==> config.mk <==
export PLATFORM = sky130hd
export DESIGN_NAME = pcie_cpl_tx_flat
export DESIGN_NICKNAME = d
export VERILOG_FILES = /design/src/rtl/pcie_cpl_tx_if.sv /design/src/rtl/pcie_cpl_tx.sv /design/src/flat_wrapper.sv
export SDC_FILE = /design/constraint.sdc
export NUM_CORES = 1
export LEC_CHECK = 0
export ABC_AREA = 1
export ABC_CLOCK_PERIOD_IN_PS = 2100
export BUFFER_PORTS_ARGS = -buffer_cell sky130_fd_sc_hd__buf_2
export CORE_ASPECT_RATIO = 1.2
export CORE_MARGIN = 5
export CORE_UTILIZATION = 40
export DETAILED_ROUTE_END_ITERATION = 10
export GPL_TIMING_DRIVEN = 0
export PLACE_DENSITY = 0.61
export SLEW_MARGIN = 20
export SYNTH_ARGS = -nofsm -noshare
export SYNTH_HDL_FRONTEND = slang
export SYNTH_SLANG_ARGS = --single-unit
==> constraint.sdc <==
create_clock -name pcie_clk -period 2.1 [get_ports pcie_clk]
set_clock_uncertainty 0.15 [all_clocks]
set_input_delay 0.315 -clock pcie_clk [delete_from_list [all_inputs] [get_ports pcie_clk]]
set_output_delay 0.315 -clock pcie_clk [all_outputs]
set_load 0.01 [all_outputs]
==> src/rtl/pcie_cpl_tx_if.sv <==
// Request-side and PCIe-core-side signals of the completion transmitter.
// slave = the transmitter itself, master = the request source plus PCIe core.
interface pcie_cpl_tx_if;
    logic        req_valid;
    logic        req_ready;
    logic [15:0] req_rid;
    logic [7:0]  req_tag;
    logic [6:0]  req_lowaddr;
    logic [31:0] req_data;
    logic        req_ur;
    logic [7:0]  bus_num;
    logic [4:0]  dev_num;
    logic [2:0]  func_num;
    logic        tx_req;
    logic        tx_rdy;
    logic        tx_st;
    logic        tx_end;
    logic [15:0] tx_data;
    logic [8:0]  tx_ca_cplh;
    logic [12:0] tx_ca_cpld;
    logic        tx_ca_cpl_recheck;
    logic        cpl_sent;

    modport slave (
        input  req_valid, req_rid, req_tag, req_lowaddr, req_data, req_ur,
        input  bus_num, dev_num, func_num,
        input  tx_rdy, tx_ca_cplh, tx_ca_cpld, tx_ca_cpl_recheck,
        output req_ready, tx_req, tx_st, tx_end, tx_data, cpl_sent
    );

    modport master (
        output req_valid, req_rid, req_tag, req_lowaddr, req_data, req_ur,
        output bus_num, dev_num, func_num,
        output tx_rdy, tx_ca_cplh, tx_ca_cpld, tx_ca_cpl_recheck,
        input  req_ready, tx_req, tx_st, tx_end, tx_data, cpl_sent
    );
endinterface

==> src/rtl/pcie_cpl_tx.sv <==
// Sends a 1-DW CplD (or a data-less UR Cpl) as 16-bit beats; capture -> credit wait -> tx_req -> beats.
// Stalls in WAIT_CR until credits exist, holds the current beat while tx_rdy=0; req_ready only in IDLE.
module pcie_cpl_tx #(
    parameter bit CREDIT_INF = 1'b1
) (
    input  logic         pcie_clk,
    input  logic         sys_rst_n,
    pcie_cpl_tx_if.slave cpl_if
);

    typedef enum logic [1:0] {
        IDLE    = 2'd0,
        WAIT_CR = 2'd1,
        REQ     = 2'd2,
        SEND    = 2'd3
    } state_t;

    state_t      state_q, state_d;
    logic [2:0]  beat_q, beat_d;
    logic        req_ready_q, req_ready_d;
    logic        tx_req_q, tx_req_d;
    logic        tx_st_q, tx_st_d;
    logic        tx_end_q, tx_end_d;
    logic [15:0] tx_data_q, tx_data_d;
    logic        cpl_sent_q, cpl_sent_d;

    logic        ur_q, ur_d;
    logic [15:0] rid_q, rid_d;
    logic [7:0]  tag_q, tag_d;
    logic [6:0]  lowaddr_q, lowaddr_d;
    logic [31:0] data_q, data_d;
    logic [15:0] cid_q, cid_d;

    logic [2:0]  last_beat;
    logic        cplh_ok;
    logic        cpld_ok;
    logic        credit_ok;
    logic [15:0] beat_word;

    // MSB of a credit count means "infinite" when CREDIT_INF is set.
    assign cplh_ok   = (CREDIT_INF && cpl_if.tx_ca_cplh[8])  || (cpl_if.tx_ca_cplh != 9'd0);
    assign cpld_ok   = (CREDIT_INF && cpl_if.tx_ca_cpld[12]) || (cpl_if.tx_ca_cpld != 13'd0);
    assign credit_ok = cplh_ok && (ur_q || cpld_ok);
    assign last_beat = ur_q ? 3'd5 : 3'd7;

    always_comb begin
        state_d    = state_q;
        beat_d     = beat_q;
        cpl_sent_d = 1'b0;
        ur_d       = ur_q;
        rid_d      = rid_q;
        tag_d      = tag_q;
        lowaddr_d  = lowaddr_q;
        data_d     = data_q;
        cid_d      = cid_q;
        case (state_q)
            IDLE: begin
                if (cpl_if.req_valid && req_ready_q) begin
                    ur_d      = cpl_if.req_ur;
                    rid_d     = cpl_if.req_rid;
                    tag_d     = cpl_if.req_tag;
                    lowaddr_d = cpl_if.req_lowaddr;
                    data_d    = cpl_if.req_data;
                    cid_d     = {cpl_if.bus_num, cpl_if.dev_num, cpl_if.func_num};
                    state_d   = WAIT_CR;
                end
            end
            WAIT_CR: begin
                if (credit_ok) begin
                    state_d = REQ;
                end
            end
            REQ: begin
                // A credit recheck wins over a simultaneous grant.
                if (cpl_if.tx_ca_cpl_recheck) begin
                    state_d = WAIT_CR;
                end else if (cpl_if.tx_rdy) begin
                    state_d = SEND;
                    beat_d  = 3'd0;
                end
            end
            SEND: begin
                if (cpl_if.tx_rdy) begin
                    if (beat_q == last_beat) begin
                        state_d    = IDLE;
                        beat_d     = 3'd0;
                        cpl_sent_d = 1'b1;
                    end else begin
                        beat_d = beat_q + 3'd1;
                    end
                end
            end
            default: state_d = IDLE;
        endcase
    end

    // Header is fixed apart from format/type, length and status; UR carries no data.
    always_comb begin
        beat_word = 16'h0000;
        case (beat_d)
            3'd0: beat_word = ur_q ? 16'h0A00 : 16'h4A00;
            3'd1: beat_word = ur_q ? 16'h0000 : {6'b000000, 10'd1};
            3'd2: beat_word = cid_q;
            3'd3: beat_word = {(ur_q ? 3'b001 : 3'b000), 1'b0, 12'd4};
            3'd4: beat_word = rid_q;
            3'd5: beat_word = {tag_q, 1'b0, lowaddr_q};
            3'd6: beat_word = data_q[31:16];
            3'd7: beat_word = data_q[15:0];
        endcase
    end

    always_comb begin
        req_ready_d = (state_d == IDLE);
        tx_req_d    = (state_d == REQ);
        tx_st_d     = (state_d == SEND) && (beat_d == 3'd0);
        tx_end_d    = (state_d == SEND) && (beat_d == last_beat);
        tx_data_d   = (state_d == SEND) ? beat_word : 16'h0000;
    end

    always_ff @(posedge pcie_clk or negedge sys_rst_n) begin
        if (!sys_rst_n) begin
            state_q     <= IDLE;
            beat_q      <= 3'd0;
            req_ready_q <= 1'b0;
            tx_req_q    <= 1'b0;
            tx_st_q     <= 1'b0;
            tx_end_q    <= 1'b0;
            tx_data_q   <= 16'h0000;
            cpl_sent_q  <= 1'b0;
            ur_q        <= 1'b0;
            rid_q       <= 16'h0000;
            tag_q       <= 8'h00;
            lowaddr_q   <= 7'h00;
            data_q      <= 32'h0000_0000;
            cid_q       <= 16'h0000;
        end else begin
            state_q     <= state_d;
            beat_q      <= beat_d;
            req_ready_q <= req_ready_d;
            tx_req_q    <= tx_req_d;
            tx_st_q     <= tx_st_d;
            tx_end_q    <= tx_end_d;
            tx_data_q   <= tx_data_d;
            cpl_sent_q  <= cpl_sent_d;
            ur_q        <= ur_d;
            rid_q       <= rid_d;
            tag_q       <= tag_d;
            lowaddr_q   <= lowaddr_d;
            data_q      <= data_d;
            cid_q       <= cid_d;
        end
    end

    assign cpl_if.req_ready = req_ready_q;
    assign cpl_if.tx_req    = tx_req_q;
    assign cpl_if.tx_st     = tx_st_q;
    assign cpl_if.tx_end    = tx_end_q;
    assign cpl_if.tx_data   = tx_data_q;
    assign cpl_if.cpl_sent  = cpl_sent_q;

endmodule

==> src/flat_wrapper.sv <==
// flat-port wrapper written by rule: the top's interface ports become plain ports
module pcie_cpl_tx_flat 
#(
    parameter bit CREDIT_INF = 1'b1
)
  (pcie_clk, sys_rst_n, cpl_if_req_valid, cpl_if_req_rid, cpl_if_req_tag, cpl_if_req_lowaddr, cpl_if_req_data, cpl_if_req_ur, cpl_if_bus_num, cpl_if_dev_num, cpl_if_func_num, cpl_if_tx_rdy, cpl_if_tx_ca_cplh, cpl_if_tx_ca_cpld, cpl_if_tx_ca_cpl_recheck, cpl_if_req_ready, cpl_if_tx_req, cpl_if_tx_st, cpl_if_tx_end, cpl_if_tx_data, cpl_if_cpl_sent);
  pcie_cpl_tx_if cpl_if_i ();
  input  logic pcie_clk;
  input  logic sys_rst_n;
  input wire logic [$bits(cpl_if_i.req_valid)-1:0] cpl_if_req_valid;
  input wire logic [$bits(cpl_if_i.req_rid)-1:0] cpl_if_req_rid;
  input wire logic [$bits(cpl_if_i.req_tag)-1:0] cpl_if_req_tag;
  input wire logic [$bits(cpl_if_i.req_lowaddr)-1:0] cpl_if_req_lowaddr;
  input wire logic [$bits(cpl_if_i.req_data)-1:0] cpl_if_req_data;
  input wire logic [$bits(cpl_if_i.req_ur)-1:0] cpl_if_req_ur;
  input wire logic [$bits(cpl_if_i.bus_num)-1:0] cpl_if_bus_num;
  input wire logic [$bits(cpl_if_i.dev_num)-1:0] cpl_if_dev_num;
  input wire logic [$bits(cpl_if_i.func_num)-1:0] cpl_if_func_num;
  input wire logic [$bits(cpl_if_i.tx_rdy)-1:0] cpl_if_tx_rdy;
  input wire logic [$bits(cpl_if_i.tx_ca_cplh)-1:0] cpl_if_tx_ca_cplh;
  input wire logic [$bits(cpl_if_i.tx_ca_cpld)-1:0] cpl_if_tx_ca_cpld;
  input wire logic [$bits(cpl_if_i.tx_ca_cpl_recheck)-1:0] cpl_if_tx_ca_cpl_recheck;
  output wire logic [$bits(cpl_if_i.req_ready)-1:0] cpl_if_req_ready;
  output wire logic [$bits(cpl_if_i.tx_req)-1:0] cpl_if_tx_req;
  output wire logic [$bits(cpl_if_i.tx_st)-1:0] cpl_if_tx_st;
  output wire logic [$bits(cpl_if_i.tx_end)-1:0] cpl_if_tx_end;
  output wire logic [$bits(cpl_if_i.tx_data)-1:0] cpl_if_tx_data;
  output wire logic [$bits(cpl_if_i.cpl_sent)-1:0] cpl_if_cpl_sent;
  assign cpl_if_i.req_valid = cpl_if_req_valid;
  assign cpl_if_i.req_rid = cpl_if_req_rid;
  assign cpl_if_i.req_tag = cpl_if_req_tag;
  assign cpl_if_i.req_lowaddr = cpl_if_req_lowaddr;
  assign cpl_if_i.req_data = cpl_if_req_data;
  assign cpl_if_i.req_ur = cpl_if_req_ur;
  assign cpl_if_i.bus_num = cpl_if_bus_num;
  assign cpl_if_i.dev_num = cpl_if_dev_num;
  assign cpl_if_i.func_num = cpl_if_func_num;
  assign cpl_if_i.tx_rdy = cpl_if_tx_rdy;
  assign cpl_if_i.tx_ca_cplh = cpl_if_tx_ca_cplh;
  assign cpl_if_i.tx_ca_cpld = cpl_if_tx_ca_cpld;
  assign cpl_if_i.tx_ca_cpl_recheck = cpl_if_tx_ca_cpl_recheck;
  assign cpl_if_req_ready = cpl_if_i.req_ready;
  assign cpl_if_tx_req = cpl_if_i.tx_req;
  assign cpl_if_tx_st = cpl_if_i.tx_st;
  assign cpl_if_tx_end = cpl_if_i.tx_end;
  assign cpl_if_tx_data = cpl_if_i.tx_data;
  assign cpl_if_cpl_sent = cpl_if_i.cpl_sent;
  pcie_cpl_tx #(.CREDIT_INF(CREDIT_INF)) u_core (.pcie_clk(pcie_clk), .sys_rst_n(sys_rst_n), .cpl_if(cpl_if_i));
endmodule
==> results.tsv, run 1 <==
stage	metric	value	unit
worst_setup_path	CP Class	flop to flop	
yosys	number of synthesized register bits	106	
worst_setup_path	worst-path cell chain	buf_4 -> nand2_1 -> nor2_4 -> nand3_4 -> inv_2 -> nor2_4 -> nand2_2 -> nor2_4 -> buf_4 -> nand2_1 -> nand2_1 -> inv_1 -> a21oi_1	
yosys	count leader, synth	nand2_1	
timing	Final setup viols	0	
worst_setup_path	crit-path max cell delay	440	ps
placement	post-DP HPWL	9.30	mm
clocking	CTS root buf	clkbuf_16	
pwr	Total Power	9.91	mW
routing	Detailed Route WL	13.5	mm
yosys	Synth Net Count	564	
timing	Slew Limit Fails	0	
final_layout	ant diodes	0	
pwr	Pleak	3.21	nW
placement	RePlAce Congestion	0.885	
grt	global-route wire length before repair	19.8	mm
final_layout	register area	2650	um2
timing	maximum clock rate	489	MHz
floorplanning	DIE AREA	14300	um2
worst_setup_path	CP startpoint kind	flop	
yosys	Synth top cells by count	nand2_1, dfrtp_1, mux2_2, nor2_1, nand3_1	
final_layout	Non-Filler Instances	777	
routing	Iter 0 DRT Violations	152	
pwr	PD cells	1560	nW/um2
yosys	register area share after synthesis	55.4	%
min_path	Hold WC Path Type	input port to flop	
run	MaxCap Viol Count	0	
placement	Placed Instances	741	
grt	initial antenna violation count	0	
clocking	clock sinks	106	
yosys	post-synthesis cell area	4790	um2
worst_setup_path	Worst R2R Start	u_core.beat_q[0]$_DFF_PN0_	
grt	total track usage	18.7	%
floorplanning	Rows	43	
timing	Max transition margin	64.7	%
timing	Fin. Hold Viols	0	
routing	Post-route DRC	0	
yosys	Async SR Flop Fraction	100	%
yosys	Mean Syn Cell Area	10.5	um2
timing	WHS	39.5	ps
yosys	Synth area leader	dfrtp_1	
worst_setup_path	critical path endpoint category	flop	
timing	final period utilization	97.3	%
yosys	top-area cell type share of the netlist area	55.4	%
yosys	Yosys warning count	0	
clocking	CTS Buf Count	9	
placement	Post-DP Area	5650	um2
routing	final antenna-violating net count	0	
floorplanning	core box area	11600	um2
final_layout	utilization after layout	54.8	%
routing	DR pass1 iterations	4	
timing	fin crit period	2040	ps
grt	largest net degree at the start of global routing	56	
final_layout	combined area of the multi-input logic cells	2080	um2
worst_setup_path	slowest cell on the critical path	dfrtp_1	
grt	grt total ovfl	0	
clocking	CTS H-tree depth	3	
worst_setup_path	Worst setup startpoint	u_core.beat_q[0]$_DFF_PN0_	
floorplanning	IO Pins	128	
yosys	Post-synth EDFFs	0	
yosys	Synth cell types	28	
worst_setup_path	CP Data Arrival Time	2170	ps
floorplanning	die width	110	um
floorplanning	Die Ht	130	um
final_layout	FILL cells	1085	
clocking	worst-skew pair later-pin latency	350	ps
final_layout	P&R area growth vs syn	33.1	%
final_layout	fin area	6370	um2
final_layout	nets	723	
clocking	worst-case clock buffer depth	2	
routing	DR vias/cell	4.92	
min_path	Hold Path Origin	cpl_if_req_rid[0]	
outcome	status	complete, no violations	
placement	IO Port Bufs	127	
yosys	Mapped Cells	456	
yosys	synth top area cells	dfrtp_1, mux2_2, nand2_1	
clocking	Worst-path clk slew	70	ps
routing	WL/cell	17.4	um
clocking	CTS tree	built	
routing	Vias	3823	
worst_setup_path	Req. time, crit path	2220	ps
final_layout	ratio of cells with drive above 1 in the final layout	48.7	%
timing	actual slew at the worst max-slew pin	530	ps
pwr	Worst VDD drop	0.611	mV
worst_setup_path	Max FO, Critical Path	5	
yosys	Primary FF master, synth	dfrtp_1	
floorplanning	initial core utilization	41.2	%
grt	vias in the first global route	3799	
-- layout by cell type (no fill, tap or decap), types with 2 or more instances in the layout --
master,instances
nor2_1,45
bufinv_16,2
nor2_2,4
nand2_4,5
or2_2,2
inv_6,2
buf_8,3
inv_1,11
a21oi_1,5
inv_2,6
o21ai_1,2
mux2_2,79
nand3_2,4
clkbuf_16,12
nand3_4,2
buf_4,16
nand2_1,102
nand4_1,2
clkinv_2,2
nand3_1,36
buf_2,135
buf_6,7
nand2_2,6
dfrtp_1,106
nor2_4,8
o21ai_0,2
-- cell type report --
class | instances | share of cell area, %
inverters | 18 | 1.10
well taps | 157 | 3.08
plain buffers | 19 | 2.71
repair buffers | 148 | 13.8
clock inverters | 6 | 1.37
flip-flops and latches | 106 | 41.6
multi-input cells | 313 | 32.7
clock buffers | 10 | 3.59
-- flip-flops by register name, summed over array words and instances (netlist names) --
signal and count:
u_core.tag_q 8, u_core.state_q 2, u_core.rid_q 16, u_core.cpl_if.tx_req 1
u_core.cid_q 16, u_core.beat_q 3, u_core.cpl_if.cpl_sent 1, u_core.cpl_if.tx_end 1
u_core.ur_q 1, u_core.lowaddr_q 7, u_core.cpl_if.tx_st 1, u_core.data_q 32
u_core.cpl_if.tx_data 16, u_core.cpl_if.req_ready 1
-- timing repair --
action | in CTS | in global routing
pin swaps | 1 | 20
gates resized for setup | 3 | 54
hold buffers | 1 | 0
setup endpoints to repair | 12 | 18
hold endpoints to repair | 54 | 0
gates cloned | 0 | 5
buffers inserted | 2 | 12
-- where the power goes --
part	leakage (nW)	internal (mW)	switching, mW
Combinational	1.75	2.18	2.41
Sequential	1.30	3.00	0.495
Clock	0.157	1.05	0.766
Total	3.21	6.23	3.68
-- critical path: cells and delay by family, from the launching register on --
| family | cells | cell delay [ps] |
|---|---|---|
| compound gates | 1 | 160 |
| buf+inv | 4 | 430 |
| flops | 1 | 440 |
| simple gates | 8 | 790 |
-- layer usage --
metal / global-route usage, % / wire, um / vias to the layer above
met1: 23.3 / 5460 / 1870
met5: 0 / 0 / -
met3: 2.62 / 746 / 16
met2: 32.2 / 7060 / 119
met4: 8.00 / 272 / 0
li1: - / - / 1818
-- per-stage QoR --
stage | TNS (ps) | setup WS [ps]
after CTS | 0 | 0.491
final | 0 | 56.4
after global placement | -62910 | -596
after detailed placement | -961 | -110
after global routing | -93.1 | -31.9
after floorplan | 0 | 304
-- path summary, 6_finish.rpt --
check,to,slack [ps],depth (start not counted)
max in group asynchronous,u_core.data_q[8]$_DFFE_PN0P_,810,3
worst min register to register,u_core.data_q[1]$_DFFE_PN0P_,350,1
worst max register to register,u_core.cpl_if.tx_data[0]$_DFF_PN0_,60,13
worst max-delay path,u_core.cpl_if.tx_data[0]$_DFF_PN0_,60,13
min in group asynchronous,u_core.lowaddr_q[0]$_DFFE_PN0P_,350,2
worst min-delay path,u_core.rid_q[0]$_DFFE_PN0P_,40,2
-- cell families after synthesis --
logic type / count (synthesis) / share of synthesized area, %
AND/OR/NAND/NOR: 218 / 19.8
multiplexers: 79 / 18.6
AO/OA/AOI/OAI: 15 / 1.88
flip-flops: 106 / 55.4
adder cells (fa/ha/maj): 1 / 0.261
buffers and inverters: 37 / 4.05
Power figures use the tool's default switching activity.
==> run 2: changes to the inputs <==
- ABC_AREA: 1 -> unset
==> run 2 against run 1 <==
The flow now finishes with violations (setup timing). Worst setup slack lost 90 ps. Sequential cell count unchanged. Routed wire length is 9.0% lower. Combinational power down 8.9%. Maximum frequency down 4.2%. Clock power shrank 5%. Sequential power is essentially flat. First-iteration DRC count shrank 30%. Die area down 0.14%. Final area shrank 2.1%. Critical path type unchanged.
==> results.tsv, run 2 <==
stage	metric	value	unit	change
routing	DR vias/cell	5.22		+6.0%
yosys	synth top area cells	dfrtp_1, mux2_2, mux4_2		
min_path	Hold Path Origin	cpl_if_bus_num[7]		
final_layout	P&R area growth vs syn	30.5	%	
final_layout	Largest register FFs	32		unchanged
timing	Final WS setup	-33.7	ps	-90.1 ps
timing	setup TNS	-95.7	ps	-95.7 ps
run	MaxCap Viol Count	0		unchanged
timing	Max transition margin	67.0	%	+2.4 points
grt	initial antenna violation count	1		+1
yosys	Synth cell types	53		+89%
routing	DR pass1 iterations	4		unchanged
yosys	Synth Net Count	440		-22%
yosys	Yosys warning count	0		unchanged
timing	Slew Limit Fails	0		unchanged
worst_setup_path	CP Class	flop to flop		
yosys	Mapped Cells	332		-27%
final_layout	nets	594		-18%
final_layout	most frequent cells in the layout	buf_2, dfrtp_1, mux2_2		
worst_setup_path	delay-heaviest family, CP	compound AO/OA/AOI/OAI gates		
grt	global-route wire length before repair	18.6	mm	-5.8%
pwr	PD cells	1510	nW/um2	-2.9%
worst_setup_path	Worst R2R Start	u_core.beat_q[1]$_DFF_PN0_		
final_layout	utilization after layout	53.6	%	-1.2 points
yosys	Async SR Flop Fraction	100	%	unchanged
yosys	post-synthesis cell area	4780	um2	-0.16%
final_layout	combined area of the multi-input logic cells	2010	um2	-3.7%
placement	IO Port Bufs	126		-0.79%
timing	Fin. Hold Viols	0		unchanged
final_layout	register area	2660	um2	+0.19%
routing	Iter 0 DRT Violations	106		-30%
pwr	Worst VDD drop	0.483	mV	-21%
worst_setup_path	Reg2Reg Depth	7		-6
clocking	clock sinks	106		unchanged
worst_setup_path	crit-path max cell delay	470	ps	+30 ps
yosys	count leader, synth	dfrtp_1		
worst_setup_path	CP startpoint kind	flop		
outcome	violated checks	setup timing		
timing	fin crit period	2130	ps	+90.1 ps
pwr	Pleak	2.91	nW	-9.4%
clocking	CTS tree	built		
grt	grt total ovfl	0		unchanged
outcome	status	complete, but fails checks		
yosys	register area share after synthesis	55.5	%	+0.087 points
routing	WL/cell	19.0	um	+9.2%
timing	actual slew at the worst max-slew pin	488	ps	-42.1 ps
timing	maximum clock rate	469	MHz	-4.2%
worst_setup_path	Req. time, crit path	2210	ps	about the same
yosys	Mean Syn Cell Area	14.4	um2	+37%
worst_setup_path	reg2reg end	u_core.cpl_if.tx_data[13]$_DFF_PN0_		
worst_setup_path	critical path endpoint category	flop		
yosys	Post-synth EDFFs	0		unchanged
min_path	WHS Path Cells	2		unchanged
floorplanning	DIE AREA	14200	um2	-0.14%
grt	largest net degree at the start of global routing	64		+14%
routing	Vias	3381		-12%
placement	RePlAce Congestion	0.804		-9.2%
clocking	Worst-path clk slew	70	ps	about the same
yosys	top-area cell type share of the netlist area	55.5	%	+0.087 points
placement	pre-CTS setup slack	-148	ps	-37.7 ps
yosys	Synth area leader	dfrtp_1		
grt	total track usage	17.6	%	-1.0 points
routing	Post-route DRC	0		unchanged
clocking	worst-case clock buffer depth	2		unchanged
worst_setup_path	CP Data Arrival Time	2250	ps	+80 ps
floorplanning	initial core utilization	41.1	%	-0.065 points
worst_setup_path	r2r setup slk	-30	ps	-90 ps
worst_setup_path	worst-path cell chain	ha_4 -> nand4_1 -> a21o_4 -> buf_12 -> clkbuf_16 -> o32a_1 -> a21oi_2		
floorplanning	Rows	43		unchanged
final_layout	FILL cells	1036		-4.5%
clocking	worst-skew pair later-pin latency	350	ps	about the same
clocking	CTS H-tree depth	3		unchanged
worst_setup_path	Buf/Inv on CP	2		-2
grt	vias in the first global route	3605		-5.1%
min_path	Hold WC Path Type	input port to flop		
yosys	number of synthesized register bits	106		unchanged
placement	post-DP HPWL	8.62	mm	-7.3%
routing	Detailed Route WL	12.3	mm	-9.0%
timing	Final setup viols	6		+6
worst_setup_path	slowest cell on the critical path	dfrtp_2		
final_layout	commonest non-fill, non-tap cell in the layout	buf_2		
floorplanning	die width	110	um	about the same
floorplanning	IO Pins	128		unchanged
yosys	Primary FF master, synth	dfrtp_1		
clocking	CTS Buf Count	9		unchanged
floorplanning	Die Ht	130	um	about the same
final_layout	register with the most flip-flops	u_core.data_q		
timing	final period utilization	102	%	+4.3 points
final_layout	ratio of cells with drive above 1 in the final layout	61.3	%	+13 points
floorplanning	core box area	11600	um2	unchanged
yosys	Synth top cells by count	dfrtp_1, mux2_2, nand2_1, nand3_1		
clocking	CTS root buf	clkbuf_16		
worst_setup_path	Max FO, Critical Path	7		+2
min_path	hold endpoint	u_core.cid_q[15]$_DFFE_PN0P_		
final_layout	ant diodes	0		unchanged
timing	unrepaired setup endpoints after global routing	true		
routing	final antenna-violating net count	0		unchanged
-- run 2: cell count changes in the layout (fill, tap and decap cells not counted), sizes merged, moves of 5 or more --
cell / previous run / this run
nor4: 0 / 6
inv: 20 / 6
o21ai: 4 / 9
nand3: 42 / 10
mux4: 0 / 10
nand2: 114 / 15
a22o: 0 / 9
nor2: 57 / 13
-- run 2: final cells by class --
class	count	area share, %
buffer	17	3.09
clock buffer	10	3.83
clock inverter	6	1.04
inverter	5	0.381
multi-input combinational	202	32.2
sequential	106	42.6
tap	157	3.15
timing repair buffer	145	13.7
-- run 2: routing by layer --
layer  up-vias  GRT usage, %  wire length, um
met5         -             0               20
met4         2          6.60              276
met3        22          4.01              655
met2        97          29.1             6340
met1      1726          22.8             5030
li1       1534             -                -
-- run 2: cells by family (layout without fill, tap and decap cells) --
kind of cell / count (synthesis) / count (layout) / share of synthesized area [%]
adders and majority gates: 1 / 1 / 0.262
xor gates and xnor gates: 2 / 2 / 0.759
and+or+nand+nor: 56 / 56 / 6.55
muxes: 96 / 96 / 25.1
AOI/OAI and AO/OA: 47 / 47 / 7.80
DFF: 106 / 106 / 55.5
buffers and inverters: 24 / 183 / 3.98
-- run 2: how the worst max path moves through the flow --
stage,startpoint,to,slack (ps),cells after the start
after CTS,u_core.ur_q$_DFFE_PN0P_,u_core.cpl_if.tx_data[8]$_DFF_PN0_,-60,8
after global routing,u_core.state_q[1]$_DFF_PN0_,u_core.cpl_if.tx_data[8]$_DFF_PN0_,-80,7
after detailed placement,u_core.ur_q$_DFFE_PN0P_,u_core.cpl_if.tx_data[8]$_DFF_PN0_,-150,8
final,u_core.beat_q[1]$_DFF_PN0_,u_core.cpl_if.tx_data[13]$_DFF_PN0_,-30,7
after floorplan,u_core.beat_q[1]$_DFF_PN0_,u_core.cpl_if.tx_data[10]$_DFF_PN0_,90,7
after global placement,sys_rst_n,u_core.rid_q[5]$_DFFE_PN0P_,-600,1
-- run 2: repair_timing --
action | in CTS | in global routing
hold buffers | 1 | 0
pin swaps | 6 | 8
gates resized for setup | 22 | 21
endpoints found under the hold margin | 43 | 0
buffers inserted | 11 | 3
gates cloned | 0 | 3
setup endpoints to repair | 95 | 95
-- run 2: through the flow --
stage               area (um2)  instances  total power, mW  hold WS (ps)
floorplan                 4780        332             6.13          -131
global placement          5610        615             7.01           331
detailed placement        5640        616             7.11           122
CTS                       6130        643             9.20          34.9
global route              6230        648             9.96          36.6
finish                    6230        648             9.42          42.9
-- run 2: power by group --
part / internal [mW] / total [mW] / switching, mW
combinational: 2.37 / 4.18 / 1.81
clock: 0.960 / 1.73 / 0.766
sequential: 3.00 / 3.51 / 0.512
==> run 3: changes to the inputs <==
- CORE_MARGIN: 5 -> 2
==> run 3 against run 2 <==
Routed wire length shrank 5.8%. Clock-buffer cell count grew 2. Cell count shrank 0.77%. The run still ends with setup timing left. Non-clock buffer count is 5 lower. Register-to-register slack gained 30 ps. Sequential share of layout area is 0.33 points higher. Critical path type unchanged. Via count fell by 3.0%. Maximum frequency increased by 1.6%.
==> results.tsv, run 3 (synthesized netlist as in run 2, its figures left out) <==
stage	metric	value	unit	change
clocking	CTS root buf	clkbuf_16		
final_layout	P&R area growth vs syn	29.4	%	
timing	final period utilization	100	%	-1.6 points
worst_setup_path	Max FO, Critical Path	8		+1
routing	Iter 0 DRT Violations	106		unchanged
clocking	worst-case clock buffer depth	2		unchanged
outcome	status	complete, but fails checks		
final_layout	register with the most flip-flops	u_core.data_q		
placement	Post-DP Area	5640	um2	unchanged
timing	Fin. Hold Viols	0		unchanged
final_layout	Non-Filler Instances	643		-0.77%
final_layout	fin area	6180	um2	-0.82%
floorplanning	DIE AREA	12800	um2	-9.8%
worst_setup_path	Buf/Inv on CP	2		unchanged
grt	vias in the first global route	3314		-8.1%
timing	actual slew at the worst max-slew pin	417	ps	-70.5 ps
floorplanning	Rows	43		unchanged
timing	maximum clock rate	476	MHz	+1.6%
worst_setup_path	Worst setup startpoint	u_core.beat_q[1]$_DFF_PN0_		
worst_setup_path	Req. time, crit path	2180	ps	-30 ps
outcome	violated checks	setup timing		
clocking	CTS tree	built		
worst_setup_path	CP startpoint kind	flop		
grt	grt total ovfl	0		unchanged
timing	Max transition margin	71.8	%	+4.8 points
routing	final antenna-violating net count	0		unchanged
floorplanning	Die Ht	124	um	-4.6%
placement	Placed Instances	616		unchanged
worst_setup_path	slowest cell on the critical path	dfrtp_2		
routing	Vias	3279		-3.0%
timing	Final setup viols	1		-5
min_path	Hold WC Path Type	input port to flop		
clocking	Worst-path clk slew	70	ps	about the same
placement	pre-CTS setup slack	-192	ps	-44.2 ps
clocking	CTS H-tree depth	3		unchanged
routing	Post-route DRC	0		unchanged
grt	total track usage	18.5	%	+0.83 points
final_layout	Largest register FFs	32		unchanged
pwr	PD cells	1490	nW/um2	-1.3%
worst_setup_path	delay-heaviest family, CP	flip-flops		
run	MaxCap Viol Count	0		unchanged
worst_setup_path	Worst R2R Start	u_core.beat_q[1]$_DFF_PN0_		
worst_setup_path	critical path endpoint category	flop		
routing	DR pass1 iterations	4		unchanged
clocking	clock sinks	106		unchanged
placement	post-DP HPWL	8.27	mm	-4.1%
floorplanning	die width	104	um	-5.5%
pwr	Pleak	2.87	nW	-1.3%
clocking	worst-skew pair later-pin latency	340	ps	about the same
routing	DR vias/cell	5.10		-2.3%
worst_setup_path	worst-path cell chain	ha_4 -> nand4_1 -> a21o_4 -> buf_12 -> buf_12 -> mux4_2 -> a22o_1		
worst_setup_path	CP Data Arrival Time	2180	ps	-70 ps
floorplanning	IO Pins	128		unchanged
routing	WL/cell	18.0	um	-5.1%
worst_setup_path	CP Class	flop to flop		
final_layout	FILL cells	1079		+4.2%
placement	IO Port Bufs	126		unchanged
worst_setup_path	crit-path max cell delay	460	ps	about the same
floorplanning	core box area	11600	um2	unchanged
grt	global-route wire length before repair	17.7	mm	-4.7%
grt	largest net degree at the start of global routing	65		+1.6%
final_layout	most frequent cells in the layout	buf_2, dfrtp_1, mux2_2		
placement	RePlAce Congestion	0.784		-2.5%
final_layout	commonest non-fill, non-tap cell in the layout	buf_2		
clocking	CTS Buf Count	9		unchanged
pwr	Worst VDD drop	0.594	mV	+23%
timing	unrepaired setup endpoints after global routing	true		
final_layout	ratio of cells with drive above 1 in the final layout	60.3	%	-1.0 points
floorplanning	initial core utilization	41.1	%	unchanged
timing	Final WS setup	-0.294	ps	+33.4 ps
min_path	Hold Path Origin	cpl_if_req_tag[7]		
worst_setup_path	CP dominant cell by count	buf_12		
routing	Detailed Route WL	11.6	mm	-5.8%
final_layout	nets	589		-0.84%
grt	initial antenna violation count	0		-1
final_layout	ant diodes	0		unchanged
timing	Slew Limit Fails	0		unchanged
timing	fin crit period	2100	ps	-33.4 ps
## run 3: cell count changes in the layout (fill, tap and decap cells not counted), moves of 2 or more
cell      before  now
a21oi_1        6    4
a21oi_2        2    4
a31oi_1        0    2
a31oi_2        2    0
buf_4         19   13
clkbuf_1       0    2
## run 3: routing by layer
layer	wire length [um]	global-route usage, %	vias to the layer above	part of all wire [%]
met3	518	3.14	12	4.5
met2	5850	31.5	93	50
met4	185	6.84	0	1.6
met1	5050	24.1	1649	43
met5	0	0	-	0
li1	-	-	1525	-
## run 3: path summary, 6_finish.rpt
path / to / slack (ps) / depth (start not counted)
min in group asynchronous: u_core.cpl_if.tx_req$_DFF_PN0_ / 320 / 2
max reg2reg: u_core.cpl_if.tx_data[8]$_DFF_PN0_ / -0.3 / 7
min reg2reg: u_core.data_q[1]$_DFFE_PN0P_ / 350 / 1
max: u_core.cpl_if.tx_data[8]$_DFF_PN0_ / -0.3 / 7
max in group asynchronous: u_core.data_q[4]$_DFFE_PN0P_ / 840 / 3
min: u_core.tag_q[7]$_DFFE_PN0P_ / 50 / 2
## run 3: worst reg2reg max path: stages (launching register included)
cell and delay, ps:
dfrtp_2 460, ha_4 280, nand4_1 90, a21o_4 250
buf_12 150, buf_12 140, mux4_2 280, a22o_1 190
## run 3: final cells by class
type	instances	area, um2	area share, %
sequential	106	2660	43.0
clock inverter	4	51.3	0.830
timing repair buffer	140	815	13.2
tap	157	196	3.18
clock buffer	12	246	3.99
multi-input combinational	202	2010	32.5
inverter	5	21.3	0.344
buffer	17	188	3.04
## run 3: what timing repair did
item,4_1_cts,5_1_grt
endpoints found under the hold margin,42,0
endpoints found under the setup margin,95,43
resized for setup,16,19
setup buffers,9,2
pin swaps,5,11
hold buffers,1,0
gates cloned,0,1
## run 3: power by group
group	internal [mW]	leakage, nW	switching (mW)	total, mW
combinational	2.27	1.42	1.76	4.03
sequential	3.00	1.31	0.499	3.50
clock	0.959	0.143	0.737	1.70
total	6.23	2.87	2.99	9.22
## run 3: per-stage QoR
stage	total power [mW]	hold WS, ps	utilization (%)	setup TNS, ps
floorplan	6.13	-131	-	0
global placement	6.99	330	48.2	-72150
detailed placement	7.11	110	48.5	-13860
CTS	9.07	39.6	52.3	-105
global route	9.77	42.5	53.2	-828
finish	9.22	47.1	53.2	-0.294
